$ cat src/rtl/board_pkg.sv
// board_pkg: shared board geometry, merge FSM states and the full-row constant
package board_pkg;
  localparam int WIDTH = 32;
  localparam int ROWS = 20;
  localparam logic [WIDTH-1:0] ALL_ONES = '1;
  typedef enum logic [2:0] {IDLE, READ, WAIT, WRITE, DONE} state_t;
endpackage

$ cat src/rtl/board_merge_ctrl_if.sv
// board_merge_ctrl_if: merge request/status and board-memory bus bundle
interface board_merge_ctrl_if;
  logic start;
  logic [4:0] base_row;
  logic [4*board_pkg::WIDTH-1:0] piece_mask;
  logic busy;
  logic done;
  logic [3:0] full_rows;
  logic [2:0] full_count;
  logic mem_rd_en;
  logic mem_wr_en;
  logic [4:0] mem_addr;
  logic [board_pkg::WIDTH-1:0] mem_rdata;
  logic [board_pkg::WIDTH-1:0] mem_wdata;
  modport master (
    input start, base_row, piece_mask, mem_rdata,
    output busy, done, full_rows, full_count, mem_rd_en, mem_wr_en, mem_addr, mem_wdata
  );
  modport slave (
    output start, base_row, piece_mask, mem_rdata,
    input busy, done, full_rows, full_count, mem_rd_en, mem_wr_en, mem_addr, mem_wdata
  );
endinterface

$ cat src/rtl/bitwise_or.sv
// bitwise_or: the single OR datapath shared by all piece rows
module bitwise_or #(
  parameter int WIDTH = 32
) (
  input  logic [WIDTH-1:0] a,
  input  logic [WIDTH-1:0] b,
  output logic [WIDTH-1:0] y
);
  assign y = a | b;
endmodule

$ cat src/rtl/board_merge_ctrl.sv
// board_merge_ctrl: read-OR-write merge of a 4-row piece into board memory
module board_merge_ctrl
  import board_pkg::*;
#(
  parameter int WIDTH = board_pkg::WIDTH,
  parameter int ROWS = board_pkg::ROWS
) (
  input logic clock,
  input logic reset_n,
  board_merge_ctrl_if.master bus
);
  state_t state, next;
  logic [4:0] base_q;
  logic [4*WIDTH-1:0] piece_q;
  logic [1:0] idx;
  logic [WIDTH-1:0] rdata_q;
  logic [3:0] full_q;
  logic [WIDTH-1:0] or_y;
  logic [5:0] addr6;
  logic first_valid;
  logic more;
  // Address sums are 6 bits so rows past the board never alias onto low rows.
  assign addr6 = {1'b0, base_q} + {4'b0, idx};
  assign first_valid = {1'b0, bus.base_row} < 6'(ROWS);
  assign more = idx != 2'd3 && addr6 + 6'd1 < 6'(ROWS);
  bitwise_or #(.WIDTH(WIDTH)) u_or (
    .a(rdata_q),
    .b(piece_q[int'(idx)*WIDTH +: WIDTH]),
    .y(or_y)
  );
  assign bus.busy = state == READ || state == WAIT || state == WRITE;
  assign bus.done = state == DONE;
  assign bus.full_rows = full_q;
  assign bus.full_count = {2'b0, full_q[0]} + {2'b0, full_q[1]} + {2'b0, full_q[2]} + {2'b0, full_q[3]};
  // State, latched request, captured read data and per-row full flags.
  always_ff @(posedge clock or negedge reset_n) begin
    if (!reset_n) begin
      state <= IDLE;
      base_q <= '0;
      piece_q <= '0;
      idx <= '0;
      rdata_q <= '0;
      full_q <= '0;
    end else begin
      state <= next;
      if (state == IDLE && bus.start) begin
        base_q <= bus.base_row;
        piece_q <= bus.piece_mask;
        idx <= '0;
        full_q <= '0;
      end
      if (state == WAIT) rdata_q <= bus.mem_rdata;
      if (state == WRITE) begin
        full_q[idx] <= or_y == ALL_ONES;
        idx <= idx + 2'd1;
      end
    end
  end
  // Next state and memory strobes; address and data stay zero when idle.
  always_comb begin
    next = state;
    bus.mem_rd_en = 1'b0;
    bus.mem_wr_en = 1'b0;
    bus.mem_addr = '0;
    bus.mem_wdata = '0;
    case (state)
      IDLE: if (bus.start) next = first_valid ? READ : DONE;
      READ: begin
        next = WAIT;
        bus.mem_rd_en = 1'b1;
        bus.mem_addr = addr6[4:0];
      end
      WAIT: next = WRITE;
      WRITE: begin
        next = more ? READ : DONE;
        bus.mem_wr_en = 1'b1;
        bus.mem_addr = addr6[4:0];
        bus.mem_wdata = or_y;
      end
      DONE: next = IDLE;
      default: next = IDLE;
    endcase
  end
endmodule

$ cat src/flat_wrapper.sv
// flat-port wrapper written by rule: the top's interface ports become plain ports
module board_merge_ctrl_flat import board_pkg::*;
#(
  parameter int WIDTH = board_pkg::WIDTH,
  parameter int ROWS = board_pkg::ROWS
)
  (clock, reset_n, bus_start, bus_base_row, bus_piece_mask, bus_mem_rdata, bus_busy, bus_done, bus_full_rows, bus_full_count, bus_mem_rd_en, bus_mem_wr_en, bus_mem_addr, bus_mem_wdata);
  board_merge_ctrl_if bus_i ();
  input logic clock;
  input logic reset_n;
  input wire logic [$bits(bus_i.start)-1:0] bus_start;
  input wire logic [$bits(bus_i.base_row)-1:0] bus_base_row;
  input wire logic [$bits(bus_i.piece_mask)-1:0] bus_piece_mask;
  input wire logic [$bits(bus_i.mem_rdata)-1:0] bus_mem_rdata;
  output wire logic [$bits(bus_i.busy)-1:0] bus_busy;
  output wire logic [$bits(bus_i.done)-1:0] bus_done;
  output wire logic [$bits(bus_i.full_rows)-1:0] bus_full_rows;
  output wire logic [$bits(bus_i.full_count)-1:0] bus_full_count;
  output wire logic [$bits(bus_i.mem_rd_en)-1:0] bus_mem_rd_en;
  output wire logic [$bits(bus_i.mem_wr_en)-1:0] bus_mem_wr_en;
  output wire logic [$bits(bus_i.mem_addr)-1:0] bus_mem_addr;
  output wire logic [$bits(bus_i.mem_wdata)-1:0] bus_mem_wdata;
  assign bus_i.start = bus_start;
  assign bus_i.base_row = bus_base_row;
  assign bus_i.piece_mask = bus_piece_mask;
  assign bus_i.mem_rdata = bus_mem_rdata;
  assign bus_busy = bus_i.busy;
  assign bus_done = bus_i.done;
  assign bus_full_rows = bus_i.full_rows;
  assign bus_full_count = bus_i.full_count;
  assign bus_mem_rd_en = bus_i.mem_rd_en;
  assign bus_mem_wr_en = bus_i.mem_wr_en;
  assign bus_mem_addr = bus_i.mem_addr;
  assign bus_mem_wdata = bus_i.mem_wdata;
  board_merge_ctrl #(.WIDTH(WIDTH), .ROWS(ROWS)) u_core (.clock(clock), .reset_n(reset_n), .bus(bus_i));
endmodule
$ cat config.mk
export PLATFORM = sky130hd
export DESIGN_NAME = board_merge_ctrl_flat
export DESIGN_NICKNAME = d
export VERILOG_FILES = /design/src/rtl/board_pkg.sv /design/src/rtl/board_merge_ctrl_if.sv /design/src/rtl/bitwise_or.sv /design/src/rtl/board_merge_ctrl.sv /design/src/flat_wrapper.sv
export SDC_FILE = /design/constraint.sdc
export NUM_CORES = 1
export LEC_CHECK = 0
export CORE_MARGIN = 8
export CORE_UTILIZATION = 34
export CTS_CLUSTER_DIAMETER = 150
export CTS_CLUSTER_SIZE = 25
export DETAILED_ROUTE_END_ITERATION = 6
export GPL_ROUTABILITY_DRIVEN = 1
export GPL_TIMING_DRIVEN = 0
export HOLD_SLACK_MARGIN = 0.03
export PLACE_DENSITY = 0.6
export SLEW_MARGIN = 20
export SYNTH_ARGS = -nofsm -noshare
export SYNTH_HDL_FRONTEND = slang
export SYNTH_SLANG_ARGS = --single-unit
$ cat constraint.sdc
create_clock -name clock -period 2.05 [get_ports clock]
set_input_delay 0.41 -clock clock [delete_from_list [all_inputs] [get_ports clock]]
set_output_delay 0.41 -clock clock [all_outputs]
set_load 0.05 [all_outputs]
==> out/qor.txt <==
Status: complete, but fails checks
Violated checks: negative setup slack
Inserted Diodes: 0
Total negative slack: -15.20 ns
Max_cap viols: 0
Slew HR: 53.5%
CTS root buf: clkbuf_16
Post-synthesis register bit count: 174
Count of different cell masters after synthesis: 42
Post-synth top area share: 53.3%
Hold Slack: 0.471 ns
DP Worst Slack: -0.908 ns
EDFF count, synth: 0
Most common cell after layout, fill and taps aside: nand2_1
Crit path arrival time: 2.12 ns
CTS Buf Count: 17
Total power draw: 20.4 mW
Fin area: 12400 um2
Worst min path class: flop to flop
Die span in x: 171 um
Ys async rst share: 100%
Core area: 23500 um2
Vias per std cell: 4.76
Seq/Total Area, Yosys: 53.3%
Initial DRC Count: 448
Final setup viols: 44
Net count of the mapped netlist: 1036
Synth Cell Area: 8170 um2
Gate power share: 53.8%
RR Startpoint: u_core.idx[1]
Post-route insts no fill: 1482
Avg WL per Cell: 19.6 um
# nets final: 1329
Worst stage delay on the critical path: 0.39 ns
Post-synth top area cell: dfrtp_1
Dpl cells: 1393
CP Launch Type: flop
Share of layout cells above drive strength 1: 26.7%
CP Class: flop to primary output
Beginning of the worst hold path: u_core.piece_q[84]
Tcrit/Tclk final: 123%
Hold Path End: u_core.piece_q[84]
FF/Latch Area: 4360 um2
Sequential power share: 30.6%
Max Slew Vio Count: 0
Worst-Skew Late Latency: 0.43 ns
Final worst setup slack: -0.480 ns
DR vias: 7052
Pwr/cell area: 1650 nW/um2
Critical path data required time: 1.64 ns
CP Buf/Inv Count: 4
Initial core utilization: 34.7%
Clock power frac: 15.7%
NetSw: 8.58 mW
Layout Area Growth over Synthesis: 51.9%
Sw frac: 42.0%
Lkg Pwr: 5.84 nW
Unrepaired setup endpoints after global routing: true
DRT Pass-1 Iters: 4
Grt ovf: 0
Dominant synthesized flop cell: dfrtp_1
Worst setup path startpoint: u_core.idx[1]
Minimum clock period: 2.53 ns
Clk slew on worst S/H paths: 0.07 ns
Largest net degree at the start of global routing: 89
Htree depth: 4
DIE AREA: 29200 um2
CP max-delay cell: fa_2
Drt drc: 0
Clock Skew: 0.0127 ns
Synth warn: 0
Initial antenna violation count: 1
Multi-input logic area: 3840 um2
Synthesized area per cell: 9.52 um2
Critical path, cell by cell: buf_6 -> buf_12 -> inv_8 -> fa_2 -> nand3b_1 -> xnor2_2 -> nor2_4 -> buf_8
Die Height: 171 um
All-layer global routing usage: 20.0%
Hold Crit Depth: 2
R2R depth: 11
Max VDD drop: 0.000677 V
Global placer's final weighted congestion: 0.796
Layout Utilization: 52.7%
Ports: 216
P_int: 11.9 mW
Worst setup EP type: primary output
I/O Buffers: 215
Reg2Reg Setup Slack: -0.23 ns
Crit path max fanout: 3
Post-DP Area: 10800 um2
Fillers: 2272
TritonCTS clock tree: yes
CP top delay family: buffers and inverters
Fmax achieved: 0.395 GHz
Crit Reg-Reg Endpoint: u_core.bus.full_rows[0]
Global-route wire length before repair: 43.4 mm
Final Hold Fails: 0
CTS Sinks: 174
Post-DP HPWL: 20.4 mm
Cells after Synth: 858
Ranking of synthesized cells by area: dfrtp_1 (53%), nand2_1 (18%), mux2_2 (4.4%), mux4_1 (4.2%), nor2_1 (3.4%)
Vias in the first global route: 7294
Maximum buffer depth of the clock tree: 2
Routed wire length: 29.1 mm
Routed Antenna Nets: 0
Most frequent cells in the layout: nand2_1 (399), dfrtp_1 (169), clkdlybuf4s50_1 (166)
Measured slew at the worst slew-check pin: 0.697 ns
Site row count: 56
-- what timing repair did --
action / 4_1_cts / 5_1_grt
endpoints found under the setup margin: 184 / 145
gates resized for setup: 397 / 83
buffers inserted: 34 / 24
cloned: 4 / 1
pin swaps: 30 / 36
endpoints found under the hold margin: 42 / 0
hold buffers: 1 / 0
-- flip-flops by register name, indices dropped and copies added (netlist names) --
name / flops
u_core.state: 3
u_core.idx: 2
u_core.rdata_q: 32
u_core.bus.full_rows: 4
u_core.base_q: 5
u_core.piece_q: 128
-- synthesized netlist by cell type, types with 6 or more instances --
master,instances
buf_2,6
mux2i_1,16
mux4_1,13
nand2_1,400
dfrtp_1,174
ha_1,8
mux4_2,11
clkbuf_1,32
buf_4,6
inv_1,7
nor2b_1,9
o22ai_1,8
nor2_1,74
mux2_2,32
a22o_1,9
-- layout make-up --
cell class	count	share of cell area, %
timing repair buffer	276	22.7
buffer	46	3.03
sequential	174	35.2
inverter	8	0.323
tap	319	3.22
clock buffer	20	3.68
clock inverter	11	0.878
multi-input combinational	628	31.0
-- worst register-to-register path: cells and delay by family (launching register included) --
family	cells	cell delay, ns
compound gates	2	0.19
buf+inv	6	0.83
flops	1	0.40
mux	1	0.24
simple gates	2	0.56
-- per-layer routing --
| layer | wire length, um | track usage (%) | up-vias |
|---|---|---|---|
| met3 | 1770 | 4.40 | 30 |
| met1 | 12900 | 26.8 | 3444 |
| met2 | 13800 | 31.8 | 220 |
| met5 | 13 | 0 | - |
| met4 | 508 | 6.16 | 2 |
| li1 | - | - | 3356 |
-- power groups by stage --
stage | clock, mW | combinational [mW] | sequential, mW
3_3_place_gp | 0 | 8.65 | 6.06
3_5_place_dp | 0 | 8.79 | 6.10
6_report | 3.20 | 11.0 | 6.25
5_1_grt | 3.39 | 11.8 | 6.44
4_1_cts | 3.25 | 10.3 | 6.16
2_1_floorplan | 0 | 6.04 | 5.75
-- worst max-delay path by stage --
stage | endpoint | slack (ns) | cells after the start
2_1_floorplan | bus_mem_wdata[18] | -0.07 | 5
3_3_place_gp | u_core.bus.full_rows[1] | -7.75 | 1
3_5_place_dp | bus_mem_addr[4] | -0.91 | 8
4_1_cts | bus_mem_addr[4] | -0.51 | 8
5_1_grt | bus_mem_addr[4] | -0.57 | 8
6_report | bus_mem_addr[4] | -0.48 | 8
-- cell families after synthesis --
kind of cell    Yosys count  synth area share (%)
buf+inv                  56                  3.43
xor+xnor                  3                 0.322
compound gates           36                  3.00
simple gates            507                  24.6
fa+ha+maj                10                  1.72
mux                      72                  13.6
flops                   174                  53.3
Power figures use the tool's default switching activity.
